===== config.mk =====
export PLATFORM = sky130hd
export DESIGN_NAME = muldiv_unit
export DESIGN_NICKNAME = d
export VERILOG_FILES = /design/src/rtl/muldiv_pkg.sv /design/src/rtl/muldiv_sign_fix.sv /design/src/rtl/muldiv_unit.sv
export SDC_FILE = /design/constraint.sdc
export NUM_CORES = 1
export LEC_CHECK = 0
export CAP_MARGIN = 5
export CORE_AREA = 2 2 183 185
export DETAILED_ROUTE_END_ITERATION = 10
export DIE_AREA = 0 0 185 187
export HOLD_SLACK_MARGIN = 0.12
export SYNTH_ARGS = -nofsm -noshare
export SYNTH_HDL_FRONTEND = slang
export SYNTH_SLANG_ARGS = --single-unit

===== constraint.sdc =====
create_clock -name clk -period 7.4 [get_ports clk]
set_input_delay 0.74 -clock clk [delete_from_list [all_inputs] [get_ports clk]]
set_output_delay 0.74 -clock clk [all_outputs]
set_load 0.05 [all_outputs]

===== src/rtl/muldiv_pkg.sv =====
// Shared definitions for the iterative RV32M multiply/divide unit:
// opcode and FSM encodings plus width and overflow constants.
package muldiv_pkg;

  localparam int XLEN_DEF = 32;
  localparam logic [31:0] OVF_DIVIDEND = 32'h8000_0000;

  typedef enum logic [2:0] {
    OP_MUL    = 3'd0,
    OP_MULH   = 3'd1,
    OP_MULHSU = 3'd2,
    OP_MULHU  = 3'd3,
    OP_DIV    = 3'd4,
    OP_DIVU   = 3'd5,
    OP_REM    = 3'd6,
    OP_REMU   = 3'd7
  } op_e;

  typedef enum logic [1:0] {
    ST_IDLE = 2'd0,
    ST_CALC = 2'd1,
    ST_DONE = 2'd2
  } state_e;

  // All divide/remainder opcodes live in the upper half of the funct3 space.
  function automatic logic op_is_div(logic [2:0] op);
    return op[2];
  endfunction

endpackage


===== src/rtl/muldiv_sign_fix.sv =====
// Combinational sign handling: operand-to-magnitude conversion at issue time
// and sign correction / result selection when the iteration finishes.
module muldiv_sign_fix
  import muldiv_pkg::*;
#(
  parameter int XLEN = XLEN_DEF
) (
  input  logic [2:0]      op_in,
  input  logic [XLEN-1:0] a_in,
  input  logic [XLEN-1:0] b_in,
  output logic [XLEN-1:0] mag_a,
  output logic [XLEN-1:0] mag_b,
  output logic            a_neg,
  output logic            b_neg,
  input  logic [2:0]      op_fix,
  input  logic            a_neg_fix,
  input  logic            b_neg_fix,
  input  logic [XLEN-1:0] hi_in,
  input  logic [XLEN-1:0] lo_in,
  output logic [XLEN-1:0] result
);

  logic a_signed;
  logic b_signed;
  logic [2*XLEN-1:0] prod;
  logic [2*XLEN-1:0] prod_fix;
  logic [XLEN-1:0]   quo_fix;
  logic [XLEN-1:0]   rem_fix;

  always_comb begin
    a_signed = (op_in == OP_MULH) || (op_in == OP_MULHSU) ||
               (op_in == OP_DIV)  || (op_in == OP_REM);
    b_signed = (op_in == OP_MULH) || (op_in == OP_DIV) || (op_in == OP_REM);
  end

  assign a_neg = a_signed & a_in[XLEN-1];
  assign b_neg = b_signed & b_in[XLEN-1];
  assign mag_a = a_neg ? (-a_in) : a_in;
  assign mag_b = b_neg ? (-b_in) : b_in;

  // Flags were captured already qualified by signedness, so unsigned ops pass through.
  always_comb begin
    prod     = {hi_in, lo_in};
    prod_fix = (a_neg_fix ^ b_neg_fix) ? (-prod) : prod;
    quo_fix  = (a_neg_fix ^ b_neg_fix) ? (-lo_in) : lo_in;
    rem_fix  = a_neg_fix ? (-hi_in) : hi_in;
    case (op_fix)
      OP_MUL:                        result = prod_fix[XLEN-1:0];
      OP_MULH, OP_MULHSU, OP_MULHU:  result = prod_fix[2*XLEN-1:XLEN];
      OP_DIV, OP_DIVU:               result = quo_fix;
      default:                       result = rem_fix;
    endcase
  end

endmodule


===== src/rtl/muldiv_unit.sv =====
// Iterative RV32M multiply/divide unit: XLEN shift-add or restoring-division
// steps on magnitudes, one finishing cycle for sign fix, then a done pulse.
module muldiv_unit
  import muldiv_pkg::*;
#(
  parameter int XLEN   = XLEN_DEF,
  parameter int ADDR_W = 5
) (
  input  logic              clk,
  input  logic              rst,
  input  logic              start,
  input  logic [2:0]        funct3,
  input  logic [XLEN-1:0]   rs1_data,
  input  logic [XLEN-1:0]   rs2_data,
  input  logic [ADDR_W-1:0] rd_addr,
  output logic              busy,
  output logic              done,
  output logic [XLEN-1:0]   result,
  output logic [ADDR_W-1:0] wr_addr,
  output logic              write_back_en
);

  localparam logic [1:0] IDLE = ST_IDLE;
  localparam logic [1:0] CALC = ST_CALC;
  localparam logic [1:0] DONE = ST_DONE;

  localparam int CNT_W = $clog2(XLEN + 1);
  localparam logic [CNT_W-1:0] LAST_CNT = CNT_W'(XLEN);
  localparam logic [XLEN-1:0]  OVF_A    = {1'b1, {(XLEN-1){1'b0}}};

  logic [1:0]        state_reg;
  logic [CNT_W-1:0]  cnt_reg;
  logic [2:0]        op_reg;
  logic              a_neg_reg;
  logic              b_neg_reg;
  logic [XLEN-1:0]   opnd_reg;
  logic [XLEN-1:0]   hi_reg;
  logic [XLEN-1:0]   lo_reg;
  logic [XLEN-1:0]   result_reg;
  logic [ADDR_W-1:0] wr_addr_reg;

  logic [XLEN-1:0] mag_a;
  logic [XLEN-1:0] mag_b;
  logic            a_neg;
  logic            b_neg;
  logic [XLEN-1:0] fixed_result;

  muldiv_sign_fix #(.XLEN(XLEN)) u_sign_fix (
    .op_in     (funct3),
    .a_in      (rs1_data),
    .b_in      (rs2_data),
    .mag_a     (mag_a),
    .mag_b     (mag_b),
    .a_neg     (a_neg),
    .b_neg     (b_neg),
    .op_fix    (op_reg),
    .a_neg_fix (a_neg_reg),
    .b_neg_fix (b_neg_reg),
    .hi_in     (hi_reg),
    .lo_in     (lo_reg),
    .result    (fixed_result)
  );

  // Divide corner cases bypass the iteration entirely.
  logic            div_zero;
  logic            div_ovf;
  logic [XLEN-1:0] special_res;

  always_comb begin
    div_zero    = op_is_div(funct3) && (rs2_data == '0);
    div_ovf     = op_is_div(funct3) && !funct3[0] &&
                  (rs1_data == OVF_A) && (rs2_data == '1);
    special_res = '0;
    if (div_zero)
      special_res = funct3[1] ? rs1_data : '1;
    else if (div_ovf)
      special_res = funct3[1] ? '0 : OVF_A;
  end

  // One iteration step; hi/lo hold product halves or remainder/quotient.
  logic [XLEN:0]   mul_sum;
  logic [XLEN:0]   div_shift;
  logic [XLEN:0]   div_diff;
  logic            div_ok;
  logic [XLEN-1:0] hi_next;
  logic [XLEN-1:0] lo_next;

  always_comb begin
    mul_sum   = {1'b0, hi_reg} + {1'b0, (lo_reg[0] ? opnd_reg : '0)};
    div_shift = {hi_reg, lo_reg[XLEN-1]};
    div_diff  = div_shift - {1'b0, opnd_reg};
    div_ok    = ~div_diff[XLEN];
    if (op_is_div(op_reg)) begin
      hi_next = div_ok ? div_diff[XLEN-1:0] : div_shift[XLEN-1:0];
      lo_next = {lo_reg[XLEN-2:0], div_ok};
    end else begin
      hi_next = mul_sum[XLEN:1];
      lo_next = {mul_sum[0], lo_reg[XLEN-1:1]};
    end
  end

  always_ff @(posedge clk) begin
    if (rst) begin
      state_reg   <= IDLE;
      cnt_reg     <= '0;
      op_reg      <= '0;
      a_neg_reg   <= 1'b0;
      b_neg_reg   <= 1'b0;
      opnd_reg    <= '0;
      hi_reg      <= '0;
      lo_reg      <= '0;
      result_reg  <= '0;
      wr_addr_reg <= '0;
    end else begin
      case (state_reg)
        IDLE: begin
          if (start) begin
            op_reg      <= funct3;
            wr_addr_reg <= rd_addr;
            a_neg_reg   <= a_neg;
            b_neg_reg   <= b_neg;
            cnt_reg     <= '0;
            hi_reg      <= '0;
            if (op_is_div(funct3)) begin
              opnd_reg <= mag_b;
              lo_reg   <= mag_a;
            end else begin
              opnd_reg <= mag_a;
              lo_reg   <= mag_b;
            end
            if (div_zero || div_ovf) begin
              result_reg <= special_res;
              state_reg  <= DONE;
            end else begin
              state_reg <= CALC;
            end
          end
        end
        CALC: begin
          if (cnt_reg == LAST_CNT) begin
            result_reg <= fixed_result;
            state_reg  <= DONE;
          end else begin
            hi_reg  <= hi_next;
            lo_reg  <= lo_next;
            cnt_reg <= cnt_reg + CNT_W'(1);
          end
        end
        DONE:    state_reg <= IDLE;
        default: state_reg <= IDLE;
      endcase
    end
  end

  assign busy          = (state_reg != IDLE);
  assign done          = (state_reg == DONE);
  assign write_back_en = done;
  assign result        = result_reg;
  assign wr_addr       = wr_addr_reg;

endmodule


==> metrics <==
GPL Wtd Cong=0.9917; CORE AREA=approximately 0.033 mm^2; DR DRC count=0; Clock Root Buffer=clkbuf_16; TritonCTS sink count=about 150; Syn Area/Cell=just over 7 um^2; Final Critical Period=4.575 ns; largest net degree at the start of global routing=77; DR WL/cell=24.97 um; Most Frequent Cell on Critical Path=nand2_1; Critical Path End Type=flop; Final Non-Filler Cells=2588; DRT Wirelength=64.61 mm; max incr delay on CP=~0.85 ns; gr usage total=0.3705; remaining antenna violation count=0; DPL Wire Length=50.02 mm; Buffers on Ports=114; Resized cells post-CTS=0; WHS Path Cells=2; vias in the first global route=between 15000 and 20000; EDFF count, synth=0; first-pass GRT wire length=just under 100 mm; min-delay worst type=flop to flop; via count=~17000; DIE AREA=between 0.03 and 0.04 mm^2; outcome=complete, no violations; nets=2275; Max clock buf depth=2; First DRT Iteration DRCs=~2000; worst-path fanout max=45; Rows=67; Syn. warnings=0; slowest cell on the critical path=a21oi_4; Initial Utilization=0.4521; Top delay family on crit path=simple AND/OR/NAND/NOR gates; FFs w/ async S/R, synth=0; H-tree levels=4; Cell variety after synth=88; Num CTS Buffers=17; post-route clock period utilization=0.6182; Post-CTS Hold Fix Bufs=0; Mapped Area=0.01486 mm^2; cell area power density=approximately 190 mW/mm^2; ratio of cells with drive above 1 in the final layout=0.05374; CP required=~7.7 ns; RSZ-0062 raised after global routing=false; sequential share of power=0.301; Critical Path Source Type=input port; clock power share=0.288; worst path cell trace=clkdlybuf4s50_1 > or4_1 > or3_1 > nor4_2 > nand2_1 > nand2_1 > nor2_1 > a21oi_4 > buf_4 > o311a_1 > a211oi_1; Crit path depth=11; total negative slack=0 ns; Chip Width=185 um; fmax=218.6 MHz; final hold vios=0; Syn Nets=2257; worst skew pair latency=about 0.46 ns; total gr overflow=0; sw power=1363 uW; post-CTS setup buffer count=0; P&R area growth vs syn=13.46%; Slew Limit Fails=0; LEAKAGE=~0.0063 uW; CTS tree=built; vias per cell=6.419; Yosys reg bits=146; clock-pin slew on the worst setup and hold paths=0.06 ns; Internal=approximately 1800 uW; initial antenna violation count=0; Slew @ Worst Pin=1.418 ns; total iterations of the first detailed-routing run=6; Ant. Diodes=0; Max Cap Viol=0; cell count after synthesis=2109; critical path class=input port to flop; I/O pin total=115; register area share after synthesis=0.1967; die span in y=187 um; placed insts=about 2600; Arr. time, crit path=between 4 and 5 ns; Peak VDD IR=0.0001999 V; WP buf/inv=2; Max transition margin=0.05450; top_reg_cell synth=dfxtp_1; switching share of power=0.4336; setup violators final=0; Logic pwr share=0.411; clock skew=between 0.01 and 0.015 ns; reg2reg path depth=13
## power groups by stage
stage,Combinational [uW],Clock [uW],Sequential [uW]
finish,1290,905,945
global route,1390,943,952
CTS,1260,908,940
detailed placement,1260,0,958
global placement,1260,0,956
floorplan,820,0,956
## layout by cell type (no fill, tap or decap), types with 17 or more instances in the layout
master           netlist  routed
buf_4                  4      39
nand4_1               18      18
a21o_1                29      29
a31oi_1               35      35
o22ai_1               19      19
xnor2_1              108     107
a22oi_1               17      17
ha_1                  71      71
nor4_1                18      17
o211ai_1              43      43
mux2i_1               49      49
nand3_1               47      47
nand2b_1              30      30
xor2_1                72      71
a21oi_1              192     192
a211oi_1              46      46
nor2_1               243     241
dfxtp_1              146     145
nand2_1              209     208
a221oi_1              18      18
clkbuf_16              0      17
inv_1                 75      75
clkdlybuf4s50_1        0     112
nor3_1                61      61
o21ai_0              147     147
## synthesized netlist by cell type, drive strengths merged, types with 15 or more instances
library cell	number	area (um^2)
dfxtp	146	2923
nor2	243	912.1
mux2i	49	490.5
clkbuf	125	469.2
a211oi	46	345.3
a31oi	35	219.0
or4	16	127.6
a221oi	18	157.7
nor4	20	146.4
xnor2	108	945.9
buf	28	138.9
nand3	47	235.2
o31ai	17	132.6
nand4	19	125.1
o21ai	154	770.7
and2	15	93.84
o22ai	19	118.9
nor3	63	331.6
nand2b	30	187.7
o211ai	43	322.8
a21oi	193	977.2
inv	76	285.3
a22oi	17	127.6
or3	16	100.1
a311oi	15	131.4
ha	71	888.4
xor2	72	630.6
a21o	29	217.7
nand2	209	784.5
## worst paths after layout
check	from	to	slack (ns)
setup / recovery	rs2_data[26]	result[29]	2.83
hold / removal	opnd_reg[9]	opnd_reg[9]	0.45
setup reg to reg	hi_reg[0]	hi_reg[22]	2.93
hold reg to reg	opnd_reg[9]	opnd_reg[9]	0.45
## layer usage
| metal | wire length, um | vias up | share of wire | track usage |
|---|---|---|---|---|
| li1 | - | 7750 | - | - |
| met1 | 28410 | 7876 | 0.44 | 0.5338 |
| met2 | 27370 | 874 | 0.42 | 0.5426 |
| met3 | 6149 | 113 | 0.095 | 0.06678 |
| met4 | 2686 | 0 | 0.042 | 0.1468 |
| met5 | 0 | - | 0 | 0 |
## per-stage QoR
stage | area [um^2] | utilization | hold slack [ns] | setup WS [ns] | total power (uW)
after floorplan | 14860 | - | 0.4319 | 4.057 | 1776
after global placement | 16260 | 0.4949 | 0.4399 | 2.508 | 2212
after detailed placement | 16260 | 0.4949 | 0.4435 | 2.483 | 2216
after CTS | 16850 | 0.5129 | 0.4525 | 2.944 | 3112
after global routing | 16850 | 0.5129 | 0.4636 | 2.539 | 3284
final | 16850 | 0.5129 | 0.4536 | 2.825 | 3143
## final cells by class
type	instances	area (um^2)
Clock buffer	18	429.2
Clock inverter	14	161.4
Fill cell	3358	16010
Inverter	78	292.8
Multi-Input combinational cell	1732	11070
Sequential cell	146	2924
Tap cell	448	560.5
Timing Repair Buffer	152	1419
## logic make-up (layout without fill, tap and decap cells)
family,Yosys count,count (layout),synth area share
compound gates,692,692,0.3023
xor+xnor,180,180,0.1061
fa+ha+maj,73,73,0.06249
buf+inv,231,262,0.06064
flops,146,146,0.1967
mux,60,60,0.04135
simple gates,727,727,0.2304
## tightest hold or removal path: stages, from the launching register on
cell     delay [ns]
dfxtp_1        0.31
nand2_1        0.05
a21oi_1        0.05
Power figures use the tool's default switching activity.
